File: config.mk
export PLATFORM = sky130hd
export DESIGN_NAME = jtframe_rstseq
export DESIGN_NICKNAME = d
export VERILOG_FILES = /design/src/rtl/jtframe_rstseq_pkg.sv /design/src/rtl/jtframe_sync2.sv /design/src/rtl/jtframe_rstseq.sv
export SDC_FILE = /design/constraint.sdc
export NUM_CORES = 1
export LEC_CHECK = 0
export BUFFER_PORTS_ARGS = -buffer_cell sky130_fd_sc_hd__buf_4
export CORE_MARGIN = 3
export CORE_UTILIZATION = 35
export DETAILED_ROUTE_END_ITERATION = 8
export GPL_TIMING_DRIVEN = 0
export PLACE_DENSITY_LB_ADDON = 0.3
export SLEW_MARGIN = 10
export SYNTH_ARGS = -nofsm -noshare
export SYNTH_HDL_FRONTEND = slang
export SYNTH_SLANG_ARGS = --single-unit
File: constraint.sdc
create_clock -name clk -period 2.8 [get_ports clk]
set_input_delay 0.14 -clock clk [delete_from_list [all_inputs] [get_ports clk]]
set_output_delay 0.14 -clock clk [all_outputs]
set_load 0.03 [all_outputs]
File: src/rtl/jtframe_rstseq_pkg.sv
`default_nettype none
// ============================================================================
//  Module      : jtframe_rstseq_pkg
//  Description : Shared types and constants for the reset sequencer.
//  Revision    : 1.0 - initial release
// ============================================================================
package jtframe_rstseq_pkg;

    typedef enum logic [2:0] {
        WAIT_LOCK  = 3'd0,
        SDRAM_RST  = 3'd1,
        SDRAM_INIT = 3'd2,
        GAME_RST   = 3'd3,
        RUN        = 3'd4
    } rstseq_st_t;

    localparam logic [1:0] RETRY_MAX = 2'd3;

    // Width of a counter that runs 0..limit-1; never narrower than one bit
    function automatic int cnt_width(input int limit);
        return (limit < 2) ? 1 : $clog2(limit);
    endfunction

    function automatic int max2(input int a, input int b);
        return (a > b) ? a : b;
    endfunction

endpackage
`default_nettype wire

File: src/rtl/jtframe_sync2.sv
`default_nettype none
// ============================================================================
//  Module      : jtframe_sync2
//  Description : Two-flop synchronizer for a single asynchronous level.
//  Revision    : 1.0 - initial release
// ============================================================================
module jtframe_sync2 (
    input  logic clk,
    input  logic rst,
    input  logic i_d,
    output logic o_q
);

    logic r_meta;

    always_ff @(posedge clk) begin
        if (rst) begin
            r_meta <= 1'b0;
            o_q    <= 1'b0;
        end else begin
            r_meta <= i_d;
            o_q    <= r_meta;
        end
    end

endmodule
`default_nettype wire

File: src/rtl/jtframe_rstseq.sv
`default_nettype none
// ============================================================================
//  Module      : jtframe_rstseq
//  Description : PLL-lock / SDRAM-init reset sequencer with game clock enable.
//                Define JTFRAME_RSTSEQ_WDOG_EN to enable the SDRAM init watchdog.
//  Revision    : 1.0 - initial release
// ============================================================================
module jtframe_rstseq
    import jtframe_rstseq_pkg::*;
#(
    parameter int LOCK_STABLE  = 1024,
    parameter int SDRAM_HOLD   = 16,
    parameter int GAME_HOLD    = 256,
    parameter int INIT_TIMEOUT = 65536,
    parameter int CENDIV       = 8
) (
    input  logic       clk,
    input  logic       rst,
    input  logic       pll_locked,
    input  logic       sdram_init_done,
    output logic       sdram_rst,
    output logic       game_rst,
    output logic       cen,
    output logic       ready,
    output logic [1:0] retries
);

    localparam int c_cnt_w = max2(cnt_width(LOCK_STABLE),
                                  max2(cnt_width(SDRAM_HOLD), cnt_width(GAME_HOLD)));
    localparam int c_div_w = cnt_width(CENDIV);

    localparam logic [c_cnt_w-1:0] c_cnt_one   = c_cnt_w'(1);
    localparam logic [c_cnt_w-1:0] c_lock_last = c_cnt_w'(LOCK_STABLE - 1);
    localparam logic [c_cnt_w-1:0] c_sdr_last  = c_cnt_w'(SDRAM_HOLD - 1);
    localparam logic [c_cnt_w-1:0] c_game_last = c_cnt_w'(GAME_HOLD - 1);
    localparam logic [c_div_w-1:0] c_div_one   = c_div_w'(1);
    localparam logic [c_div_w-1:0] c_div_last  = c_div_w'(CENDIV - 1);

    generate
        if (CENDIV < 2 || LOCK_STABLE < 1 || SDRAM_HOLD < 1 ||
            GAME_HOLD < 1 || INIT_TIMEOUT < 1) begin : g_param_check
            $error("jtframe_rstseq: invalid parameter value");
        end
    endgenerate

    rstseq_st_t         r_st;
    logic [c_cnt_w-1:0] r_cnt;
    logic [c_div_w-1:0] r_div;
    logic [c_div_w-1:0] w_div_nxt;
    logic               w_lk;
    logic               w_timeout;

    jtframe_sync2 u_sync_lock (
        .clk (clk),
        .rst (rst),
        .i_d (pll_locked),
        .o_q (w_lk)
    );

    assign w_div_nxt = (r_div == c_div_last) ? '0 : r_div + c_div_one;

`ifdef JTFRAME_RSTSEQ_WDOG_EN
    localparam int c_wdog_w = cnt_width(INIT_TIMEOUT);
    localparam logic [c_wdog_w-1:0] c_wdog_one  = c_wdog_w'(1);
    localparam logic [c_wdog_w-1:0] c_wdog_last = c_wdog_w'(INIT_TIMEOUT - 1);

    logic [c_wdog_w-1:0] r_wdog;

    // Runs only while genuinely waiting in SDRAM_INIT, so it is zero on every entry
    always_ff @(posedge clk) begin
        if (rst || !w_lk || r_st != SDRAM_INIT || sdram_init_done || w_timeout) begin
            r_wdog <= '0;
        end else begin
            r_wdog <= r_wdog + c_wdog_one;
        end
    end

    assign w_timeout = (r_st == SDRAM_INIT) && (r_wdog == c_wdog_last);
`else
    assign w_timeout = 1'b0;
`endif

    always_ff @(posedge clk) begin
        if (rst) begin
            r_st      <= WAIT_LOCK;
            r_cnt     <= '0;
            r_div     <= '0;
            sdram_rst <= 1'b1;
            game_rst  <= 1'b1;
            cen       <= 1'b0;
            ready     <= 1'b0;
            retries   <= '0;
        end else if (!w_lk) begin
            // Lock loss wins over everything else; retries are preserved
            r_st      <= WAIT_LOCK;
            r_cnt     <= '0;
            sdram_rst <= 1'b1;
            game_rst  <= 1'b1;
            cen       <= 1'b0;
            ready     <= 1'b0;
        end else begin
            case (r_st)
                WAIT_LOCK: begin
                    if (r_cnt == c_lock_last) begin
                        r_st  <= SDRAM_RST;
                        r_cnt <= '0;
                    end else begin
                        r_cnt <= r_cnt + c_cnt_one;
                    end
                end
                SDRAM_RST: begin
                    if (r_cnt == c_sdr_last) begin
                        r_st      <= SDRAM_INIT;
                        r_cnt     <= '0;
                        sdram_rst <= 1'b0;
                    end else begin
                        r_cnt <= r_cnt + c_cnt_one;
                    end
                end
                SDRAM_INIT: begin
                    if (sdram_init_done) begin
                        r_st  <= GAME_RST;
                        r_div <= '0;
                        cen   <= 1'b1;
                    end else if (w_timeout) begin
                        r_st      <= SDRAM_RST;
                        sdram_rst <= 1'b1;
                        if (retries != RETRY_MAX) begin
                            retries <= retries + 2'd1;
                        end
                    end
                end
                GAME_RST: begin
                    r_div <= w_div_nxt;
                    cen   <= (w_div_nxt == '0);
                    if (r_cnt == c_game_last) begin
                        r_st     <= RUN;
                        r_cnt    <= '0;
                        game_rst <= 1'b0;
                        ready    <= 1'b1;
                    end else begin
                        r_cnt <= r_cnt + c_cnt_one;
                    end
                end
                RUN: begin
                    r_div <= w_div_nxt;
                    cen   <= (w_div_nxt == '0);
                end
                default: begin
                    r_st      <= WAIT_LOCK;
                    r_cnt     <= '0;
                    sdram_rst <= 1'b1;
                    game_rst  <= 1'b1;
                    cen       <= 1'b0;
                    ready     <= 1'b0;
                end
            endcase
        end
    end

endmodule
`default_nettype wire
After elaboration in Yosys (flattened, before gate mapping)

Cells that the tools add are included.

Add/sub/neg operators: 2
Equality and inequality tests: 12
Multiplexer cells: 20
Bitwise logic cells: 5
Reductions and logical operators: 14

Operators with widths:

| cell                                                  | number |
|---|---|
| one-hot mux 10 bit (4 select lines)                   | 1 |
| two-way mux 10 bit                                    | 3 |
| two-way mux 3 bit                                     | 6 |
| one-hot mux 3 bit (5 select lines)                    | 1 |
| adder 10 x 1 -> 10 bit (second input constant)        | 1 |
| equality test 10 bit (second input constant)          | 1 |
| equality test 10 x 4 -> 1 bit (second input constant) | 1 |
| equality test 10 x 8 -> 1 bit (second input constant) | 1 |
| inequality test 2 bit (second input constant)         | 4 |
| OR reduction 2 bit                                    | 4 |
| OR reduction 4 bit                                    | 2 |
| equality test 3 x 2 -> 1 bit (second input constant)  | 2 |
| equality test 3 bit (second input constant)           | 2 |
| zero test 3 bit                                       | 2 |
| one-hot mux 1 bit (2 select lines)                    | 3 |
| one-hot mux 3 bit (2 select lines)                    | 1 |
| AND reduction 2 bit                                   | 3 |
| inverter 1 bit                                        | 5 |
| AND reduction 5 bit                                   | 1 |
| two-way mux 1 bit                                     | 4 |
| adder 3 x 1 -> 3 bit (second input constant)          | 1 |
| equality test 3 x 1 -> 1 bit (second input constant)  | 1 |
| one-hot mux 1 bit (3 select lines)                    | 1 |
| AND reduction 3 bit                                   | 1 |
| nonzero test 2 bit                                    | 1 |

Register bits: 22
Input port bits: 4
Logic and storage cells: 62

Depth between registers and ports, before layout

Gate-level depths: netlist of run 1.

Depth after elaboration: 4
Mapped depth: 6
Gate-level depth less buffers: 6

Cells and area by module

Synthesis of run 1 repeated with hierarchy kept, for this count alone.

Cells, all modules: 150
Area, all modules: 1234.9 um^2

By module, submodules not included:

| module         | instances | cells each | area an instance (um^2) | sequential area each (um^2) |
|---|---|---|---|---|
| jtframe_rstseq | 1         | 146        | 1182.4                  | 400.4 |
| jtframe_sync2  | 1         | 4          | 52.6                    | 40.0 |

Worst setup path after synthesis of run 1

OpenSTA, ideal clock, no wires.

Path type: reg-to-reg
From: reg r_cnt[0]
To: reg r_cnt[4]
Setup time: 120 ps
Arrival time: 1669 ps
Path slack: 1011 ps
Stages on the path, launching flop included: 7
Buffers on the path: 0
Path through: dfxtp_1 > ha_1 > nand3_2 > o31a_1 > o31ai_4 > nor3_2 > a211o_1

Word-level cells in the longest chain between the ends: 3
Elaborated cells on any way between the ends: 8
Classes of those cells: add/sub: 1; eq/ne: 3; mux: 4

RTL lines:

| what                                           | RTL line                                                            | RTL |
|---|---|---|
| start, declared                                | jtframe_rstseq.sv:47                                                | `logic [c_cnt_w-1:0] r_cnt;` |
| start signal, assigned                         | jtframe_rstseq.sv:108                                               | `r_cnt <= r_cnt + c_cnt_one;` |
| start signal, assigned                         | jtframe_rstseq.sv:117                                               | `r_cnt <= r_cnt + c_cnt_one;` |
| start signal, assigned                         | jtframe_rstseq.sv:142                                               | `r_cnt <= r_cnt + c_cnt_one;` |
| adder 10 x 1 -> 10 bit (tied with other cells) | jtframe_rstseq.sv:108, jtframe_rstseq.sv:117, jtframe_rstseq.sv:142 |  |
| two-way mux 10 bit, on equally long branches   | jtframe_rstseq.sv:136, jtframe_rstseq.sv:104, jtframe_rstseq.sv:112 |  |
| one-hot mux 10 bit (4 select lines) (*)        | jtframe_rstseq.sv:102                                               | `case (r_st)` |

Every way passes the cells marked *; elsewhere a longest branch is shown, timed or not.
A chain may end at the register's enable or synchronous reset.

Worst setup path after layout of run 1

From: reg r_cnt[0]
To: reg r_cnt[3]

The elaborated chain is that of the path after synthesis.

==> flow_summary.toml, run 1 <==
[sta]
rsz0062_at_grt = "false"
finalSetupViolations = 0
maxSlewViolCount = 0
slew_headroom = 0.589
fmax_mhz = 481
period_share = 0.743
hold_viol = 0
skew_ns = 0.00257
setup_tns_ns = 0
min_period_ns = 2.08
hold_slack_ns = 0.0271
tightest_slew_ns = 0.615

[power]
switchingPower_mw = 0.104
power_density_nw_per_um2 = 367
p_int_mw = 0.401
swShare = 0.205
ir_drop_mv = 0.236
cellLeakagePower_nw = 0.522
total_power_mw = 0.505
p_seq_frac = 0.624
pwr-share-clk = 0.342
p_comb_frac = 0.034

[setup_path]
endpoint_kind = "flip-flop"
cp-start-kind = "flip-flop"
critical_path_arrival_ns = 2.30
crit_type = "flip-flop to flip-flop"
crit_fanout = 8
crit_required_ns = 3.02
reg2reg_depth = 6

[place]
gp_congestion = 0.850
port_buffers = 7
hpwlAfterDp_um = 1830

[grt]
grt_busiest_layer = "met2"
grt_max_degree = 13
grt_pass1_wl_um = 4280
grt_use_total = 0.126
grtUsageMet3 = 0.0410
grt-ovfl-total = 0
grt_pass1_vias = 966
use_met1 = 0.173
antenna_found_initial = 0
grt_use_met2 = 0.193

[drt]
vias = 1054
drt-total-wl_um = 2430
routed_via_density = 5.17
drt-pass1-iter-count = 4
drtIter0Drc = 72
antenna_left = 0
drc_errors = 0
wire_per_inst_um = 11.9

[clock_tree]
cts_num_sinks = 22
post-cts-setup-buffers = 0
cts.htree.levels = 1
clkTransAtPathRegs_ns = 0.12
insertion_delay_ns = 0.30
cts_tree = "yes"
post_cts_resized = 0
cts-root-buf = "clkbuf_4"
clock_path_buffers = 2
hold_buffers = 0
numCtsBuffers = 3

[yosys]
synthCells = 148
async_flop_share = 0
ys_seq_area_frac = 0.358
synth_edf_count = 0
yosysTopAreaCell = "dfxtp_1"
synth_seq_cells = 22
synth_area_leaders = "dfxtp_1 36%, nor2_1 4.6%, o21ai_0 4.5%"
ys_dominant_reg_cell = "dfxtp_1"
synth_area_per_cell_sq_um = 8.30
synth_top_cell_area_share = 0.358
yosys_warnings = 0
netlist_area_sq_um = 1230
synth_cell_types = 45

[floorplanning]
core-area_sq_um = 3200
io_pins = 10
dieArea_sq_um = 4260
die_h_um = 65.3
row_count = 20
initial_core_util = 0.384
die_x_um = 65.3

[layout]
syn_to_final_growth_pct = 12.0
final_common_cell = "dfxtp_1"
drive_above_1_share = 0.125
diodes = 0
area.sequential_sq_um = 440
nets = 169
fillers = 351
multi_input_area_sq_um = 732
final_cell_mix = "22 x dfxtp_1, 15 x nor2_1, 11 x nand2_1, 11 x o21ai_0, 9 x buf_4"

[hold_path]
hp-class = "primary input to flip-flop"
hold_depth = 2

[run_status]
status = "completed"

[job]
maxCapViolCount = 0
-- critical path: stages (launching register included) --
cell	delay (ns)
dfxtp_1	0.38
ha_1	0.22
nand3_2	0.19
o31a_1	0.38
o31ai_4	0.44
o21ai_0	0.18
a21o_1	0.20
-- final timing paths --
kind         slack [ns]                  to                from
max                0.72            r_cnt[3]            r_cnt[0]
min                0.03  u_sync_lock.r_meta                 rst
max reg2reg        0.72            r_cnt[3]            r_cnt[0]
min reg2reg        0.45     u_sync_lock.o_q  u_sync_lock.r_meta
-- cell families after synthesis --
kind of cell | count (synthesis) | share of synthesized area
adders and majority gates | 4 | 0.0407
buffers and inverters | 12 | 0.0489
other | 1 | 0.00305
AOI/OAI and AO/OA | 40 | 0.224
muxes | 3 | 0.0244
xor gates and xnor gates | 4 | 0.0285
DFF | 22 | 0.358
and+or+nand+nor | 62 | 0.272
-- cell usage after synthesis, drive strengths merged (3+ instances only) --
master	n
buf	4
mux2i	3
o21ai	11
clkbuf	5
nand2	11
nor2b	6
ha	4
or3	3
a31oi	3
nand2b	3
inv	3
o31a	3
nor2	15
dfxtp	22
nand4	3
nand3	3
nor3	8
a21oi	7
-- layer usage --
| metal | routed length, um | part of all wire |
|---|---|---|
| met1 | 1230 | 0.51 |
| met2 | 1080 | 0.45 |
| met4 | 19 | 0.0078 |
| met3 | 94 | 0.039 |
| met5 | 0 | 0 |
-- final cells by class --
class | count | share of cell area
multi-input combinational | 115 | 0.532
sequential | 22 | 0.320
tap | 44 | 0.0400
timing repair buffer | 7 | 0.0382
buffer | 9 | 0.0355
clock buffer | 4 | 0.0264
inverter | 3 | 0.00818
-- power groups by stage --
stage          clock (mW)  combinational, mW  sequential [mW]
2_1_floorplan           0             0.0112            0.322
3_3_place_gp            0             0.0168            0.322
3_5_place_dp            0             0.0170            0.323
4_1_cts             0.183             0.0170            0.316
5_1_grt             0.196             0.0187            0.316
6_report            0.173             0.0170            0.315
-- state kept, by name, summed over array words and instances, names as in the netlist --
name / cells
sdram_rst: 1
u_sync_lock.r_meta: 1
r_st: 3
ready: 1
r_div: 3
u_sync_lock.o_q: 1
r_cnt: 10
cen: 1
game_rst: 1
-- per-stage QoR --
stage | util | setup WS [ns] | instances | cell area, sq um
2_1_floorplan | - | 1.01 | 149 | 1230
3_3_place_gp | 0.418 | 0.831 | 200 | 1340
3_5_place_dp | 0.418 | 0.761 | 200 | 1340
4_1_cts | 0.430 | 0.740 | 204 | 1380
5_1_grt | 0.430 | 0.623 | 204 | 1380
6_report | 0.430 | 0.721 | 204 | 1380
Note: power is estimated with default switching activity, not from simulation.
==> run 2: changes to the inputs <==
Settings changed: ABC_AREA from default to 1.
Clock period 2.8 ns to 2 ns, I/O delays scaled along.
==> run 2 against run 1 <==
Against the previous run:
- final cell count rose by 17%
- sequential share of layout area fell by 0.46 points
- setup slack got worse by 0.41 ns
- critical path type unchanged
==> flow_summary.toml, run 2 <==
[setup_path]
cp-start-kind = "flip-flop"
endpoint_kind = "flip-flop"
crit_fanout = 8
crit_type = "flip-flop to flip-flop"
critical_path_arrival_ns = 1.93
reg2reg_slack_ns = 0.31
crit_required_ns = 2.24

[drt]
routed_via_density = 4.51
antenna_left = 0
met3_length_um = 86
drtIter0Drc = 21
top_layer_used = "met4"
dr_wl_met2_um = 906
wl_met1_um = 1310
drt-pass1-iter-count = 4
drt-total-wl_um = 2350
vias = 1074
drc_errors = 0
wire_per_inst_um = 9.89

[layout]
largest_reg_flops = 10
diodes = 0
nets = 203
final_common_cell = "nand2_1"
stdcell_count = 238
fillers = 359
top_register = "r_cnt"
final_cell_mix = "45 x nand2_1, 22 x nor2_1, 22 x inv_1, 22 x dfxtp_1, 13 x a21oi_1"
syn_to_final_growth_pct = 15.2
largest_registers = "r_cnt: 10 flops, r_div: 3 flops, r_st: 3 flops"
fin_area_sq_um = 1400
drive_above_1_share = 0.134
final_util = 0.439

[floorplanning]
die_h_um = 64.9
io_pins = 10
initial_core_util = 0.381
core-area_sq_um = 3180
row_count = 20
dieArea_sq_um = 4210
die_x_um = 64.9

[sta]
fmax_mhz = 592
finalSetupViolations = 0
setup_tns_ns = 0
finalWorstSetupSlack_ns = 0.311
maxSlewViolCount = 0
period_share = 0.845
skew_ns = 0.000755
hold_viol = 0
hold_slack_ns = 0.187
min_period_ns = 1.69
rsz0062_at_grt = "false"

[clock_tree]
numCtsBuffers = 3
cts_num_sinks = 22
post_cts_resized = 0
cts_tree = "yes"
cts.htree.levels = 1
cts-root-buf = "clkbuf_4"
insertion_delay_ns = 0.32
clkTransAtPathRegs_ns = 0.13
post-cts-setup-buffers = 0
clock_path_buffers = 2

[yosys]
synth_seq_cells = 22
synth_edf_count = 0
ys_seq_area_frac = 0.363
synth_cell_types = 27
yosys_warnings = 0
synthCells = 180
synth_top_cell_area_share = 0.363
yosysTopAreaCell = "dfxtp_1"
synth_common_cells = "45 x nand2_1, 22 x dfxtp_1, 22 x inv_1, 22 x nor2_1, 13 x a21oi_1"
yosys.cell_count.top_type = "nand2_1"
synth_area_per_cell_sq_um = 6.74
synth_area_leaders = "dfxtp_1 36%, nand2_1 14%, inv_1 6.8%"
ys_dominant_reg_cell = "dfxtp_1"
netlist_area_sq_um = 1210
async_flop_share = 0

[job]
maxCapViolCount = 0

[hold_path]
hp-class = "primary input to flip-flop"

[grt]
grt_pass1_wl_um = 3990
grt_use_total = 0.121
antenna_found_initial = 0
grt_pass1_vias = 919
grt-ovfl-total = 0
grt_max_degree = 14

[place]
placed_area_sq_um = 1320
hpwlAfterDp_um = 1780
gp_congestion = 0.807
port_buffers = 7
dp.cells = 232
dp_slack_ns = 0.316

[power]
power_density_nw_per_um2 = 585
ir_drop_mv = 0.355
cellLeakagePower_nw = 0.648
total_power_mw = 0.817

[run_status]
status = "completed"
run 2: cell types whose count changed after synthesis, sizes merged, moves of 4 or more:
cell	change
nand2	+36
inv	+25
nand3	+10
nor2	+8
a21oi	+6
nor2b	-6
clkbuf	-4
nor3	-4
run 2: what timing repair did:
| action | 4_1_cts | 5_1_grt |
|---|---|---|
| hold buffers | 2 | 0 |
| hold endpoints to repair | 2 | 0 |
| endpoints found under the setup margin | 0 | 0 |
run 2: cells by family (layout without fill, tap and decap cells):
family                     Yosys count  after routing  share of synthesized area
xor gates and xnor gates             4              4                     0.0289
and+or+nand+nor                     88             88                      0.317
DFF                                 22             22                      0.363
other                                1              2                    0.00309
AOI/OAI and AO/OA                   29             29                      0.141
adders and majority gates            4              4                     0.0413
buffers and inverters               32             45                      0.105
run 2: worst paths after layout:
| path | from | endpoint | depth (start not counted) |
|---|---|---|---|
| setup / recovery | r_cnt[0] | r_cnt[4] | 10 |
| hold / removal | sdram_init_done | r_st[0] | 5 |
| setup reg to reg | r_cnt[0] | r_cnt[4] | 10 |
| hold reg to reg | u_sync_lock.r_meta | u_sync_lock.o_q | 2 |
run 2: final cells by class:
cell class | instances | area, sq um | share of cell area
Buffer | 3 | 18.8 | 0.0134
Clock buffer | 3 | 22.5 | 0.0161
Clock inverter | 1 | 30.0 | 0.0215
Inverter | 29 | 109 | 0.0780
Multi-Input combinational cell | 127 | 648 | 0.464
Sequential cell | 22 | 440 | 0.315
Tap cell | 44 | 55.1 | 0.0394
Timing Repair Buffer | 9 | 72.6 | 0.0520
run 2: layer usage:
| metal | vias to the layer above | GRT usage |
|---|---|---|
| li1 | 598 | - |
| met1 | 458 | 0.173 |
| met2 | 13 | 0.169 |
| met3 | 5 | 0.0191 |
| met4 | 0 | 0.0712 |
| met5 | - | 0 |
run 2: power breakdown:
group / switching (mW) / leakage, nW / internal, mW / total (mW)
clock: 0.147 / 0.0279 / 0.203 / 0.350
sequential: 0.00171 / 0.178 / 0.441 / 0.442
combinational: 0.0133 / 0.443 / 0.0116 / 0.0249
total: 0.162 / 0.648 / 0.655 / 0.817
run 2: worst max-delay path: stages (launching register included):
cell and delay (ns):
dfxtp_1 0.44, ha_1 0.23, nand2_2 0.08, nor2_4 0.17
inv_2 0.07, o21ai_4 0.23, nand3_4 0.16, nand2_1 0.09
nand2_1 0.05, nand2_1 0.05, inv_1 0.04
==> run 3: changes to the inputs <==
Clock period 2 ns to 1.73 ns, I/O delays scaled along.
==> run 3 against run 2 <==
Against the previous run:
- wire length increased by 0.30%
- hold slack lost 0.012 ns
- critical endpoint unchanged
- first-iteration DRC count increased by 4.8%
- setup slack lost 0.17 ns
- fmax rose by 6.2%
- clock skew about the same
- register-to-register slack lost 0.17 ns
- die area unchanged
- non-clock buffer count is 2 higher
- design area grew 1.3%
==> flow_summary.toml, run 3 (same netlist as run 2, synthesis figures left out) <==
[layout]
final_cell_mix = "45 x nand2_1, 22 x nor2_1, 22 x inv_1"
nets = 205
stdcell_count = 240
diodes = 0
largest_reg_flops = 10
top_register = "r_cnt"
drive_above_1_share = 0.153
final_common_cell = "nand2_1"
fin_area_sq_um = 1410
largest_registers = "r_cnt: 10 flops, r_div: 3 flops, r_st: 3 flops"
syn_to_final_growth_pct = 16.6

[sta]
min_period_ns = 1.59
hold_slack_ns = 0.176
hold_viol = 0
maxSlewViolCount = 0
skew_ns = 0.000926
finalSetupViolations = 0
setup_tns_ns = 0
fmax_mhz = 628
period_share = 0.920
rsz0062_at_grt = "false"

[floorplanning]
initial_core_util = 0.381
io_pins = 10
core-area_sq_um = 3180
die_x_um = 64.9
dieArea_sq_um = 4210
row_count = 20
die_h_um = 64.9

[clock_tree]
cts-root-buf = "clkbuf_4"
clock_path_buffers = 2
clkTransAtPathRegs_ns = 0.13
numCtsBuffers = 3
cts_tree = "yes"
cts.htree.levels = 1
cts_num_sinks = 22
insertion_delay_ns = 0.32

[power]
cellLeakagePower_nw = 0.660
power_density_nw_per_um2 = 668
total_power_mw = 0.944
ir_drop_mv = 0.374

[place]
hpwlAfterDp_um = 1780
placed_area_sq_um = 1320
dp.cells = 232
port_buffers = 7
gp_congestion = 0.807

[setup_path]
worst_path_largest_cell_delay_ns = 0.40
crit_type = "flip-flop to flip-flop"
worstPathCellList = "ha_1 -> nand2_2 -> nor2_4 -> inv_2 -> o21ai_4 -> nand3_4 -> nand2_1 -> nand2_1 -> nand2_1 -> inv_1"
rr_startpoint = "r_cnt[0]"
crit_required_ns = 1.97
crit_start = "r_cnt[0]"
crit_fanout = 8
critical_path_arrival_ns = 1.83
r2r_end = "r_cnt[4]"
critical_path.slowest_cell = "dfxtp_2"
reg2reg_slack_ns = 0.14
crit_end = "r_cnt[4]"
cpMostUsedCell = "nand2_1"
endpoint_kind = "flip-flop"
reg2reg_depth = 10
cp-start-kind = "flip-flop"

[drt]
antenna_left = 0
wire_per_inst_um = 9.84
drtIter0Drc = 22
drc_errors = 0
drt-total-wl_um = 2360
routed_via_density = 4.48
drt-pass1-iter-count = 4
vias = 1074

[grt]
grt_pass1_wl_um = 3990
grt-ovfl-total = 0
antenna_found_initial = 0
grt_use_total = 0.121
grt_pass1_vias = 919
grt_max_degree = 14

[job]
maxCapViolCount = 0

[hold_path]
hp-class = "primary input to flip-flop"

[run_status]
status = "completed"
-- run 3: changes by cell type in the layout (fill, tap and decap cells not counted), sizes merged --
cell | before | now
buf | 9 | 11
-- run 3: layout make-up --
cell class | count | area (sq um)
buffer | 3 | 18.8
clock buffer | 3 | 22.5
clock inverter | 1 | 30.0
fill | 357 | 1760
inverter | 29 | 109
multi-input combinational | 127 | 648
sequential | 22 | 443
tap | 44 | 55.1
timing repair buffer | 11 | 87.6
-- run 3: where the power goes --
part           internal (mW)  leakage, nW  switching [mW]
clock network          0.234       0.0279           0.169
registers              0.510        0.179         0.00201
logic                 0.0134        0.454          0.0154
total                  0.757        0.660           0.187
-- run 3: worst min-delay path by stage --
stage / from / to / slack, ns / cells after the start
6_report: sdram_init_done / r_st[0] / 0.18 / 5
5_1_grt: sdram_init_done / cen / 0.19 / 5
4_1_cts: sdram_init_done / r_st[0] / 0.18 / 5
3_5_place_dp: rst / u_sync_lock.r_meta / 0.27 / 2
3_3_place_gp: rst / u_sync_lock.r_meta / 0.27 / 2
2_1_floorplan: rst / u_sync_lock.r_meta / 0.16 / 1
-- run 3: worst max-delay path: cells and delay by family (launching register included) --
family | cells | cell delay (ns)
buffers and inverters | 2 | 0.11
and+or+nand+nor | 6 | 0.60
AOI/OAI and AO/OA | 1 | 0.20
adders and majority gates | 1 | 0.21
DFF | 1 | 0.40
-- run 3: metal layers --
metal / wire length [um] / GRT usage / vias up
li1: - / - / 604
met1: 1310 / 0.173 / 450
met2: 905 / 0.169 / 15
met3: 89 / 0.0191 / 5
met4: 57 / 0.0712 / 0
met5: 0 / 0 / -
-- run 3: what timing repair did --
action / 4_1_cts / 5_1_grt
endpoints found under the hold margin: 2 / 0
resized for setup: 0 / 2
setup buffers: 0 / 2
hold buffers: 2 / 0
setup endpoints to repair: 0 / 10
-- run 3: through the flow --
stage / utilization / setup WS (ns)
final: 0.445 / 0.139
after global routing: 0.445 / 0.00289
after CTS: 0.439 / 0.0324
after detailed placement: 0.417 / 0.0458
after global placement: 0.417 / 0.0469
after floorplan: - / 0.256
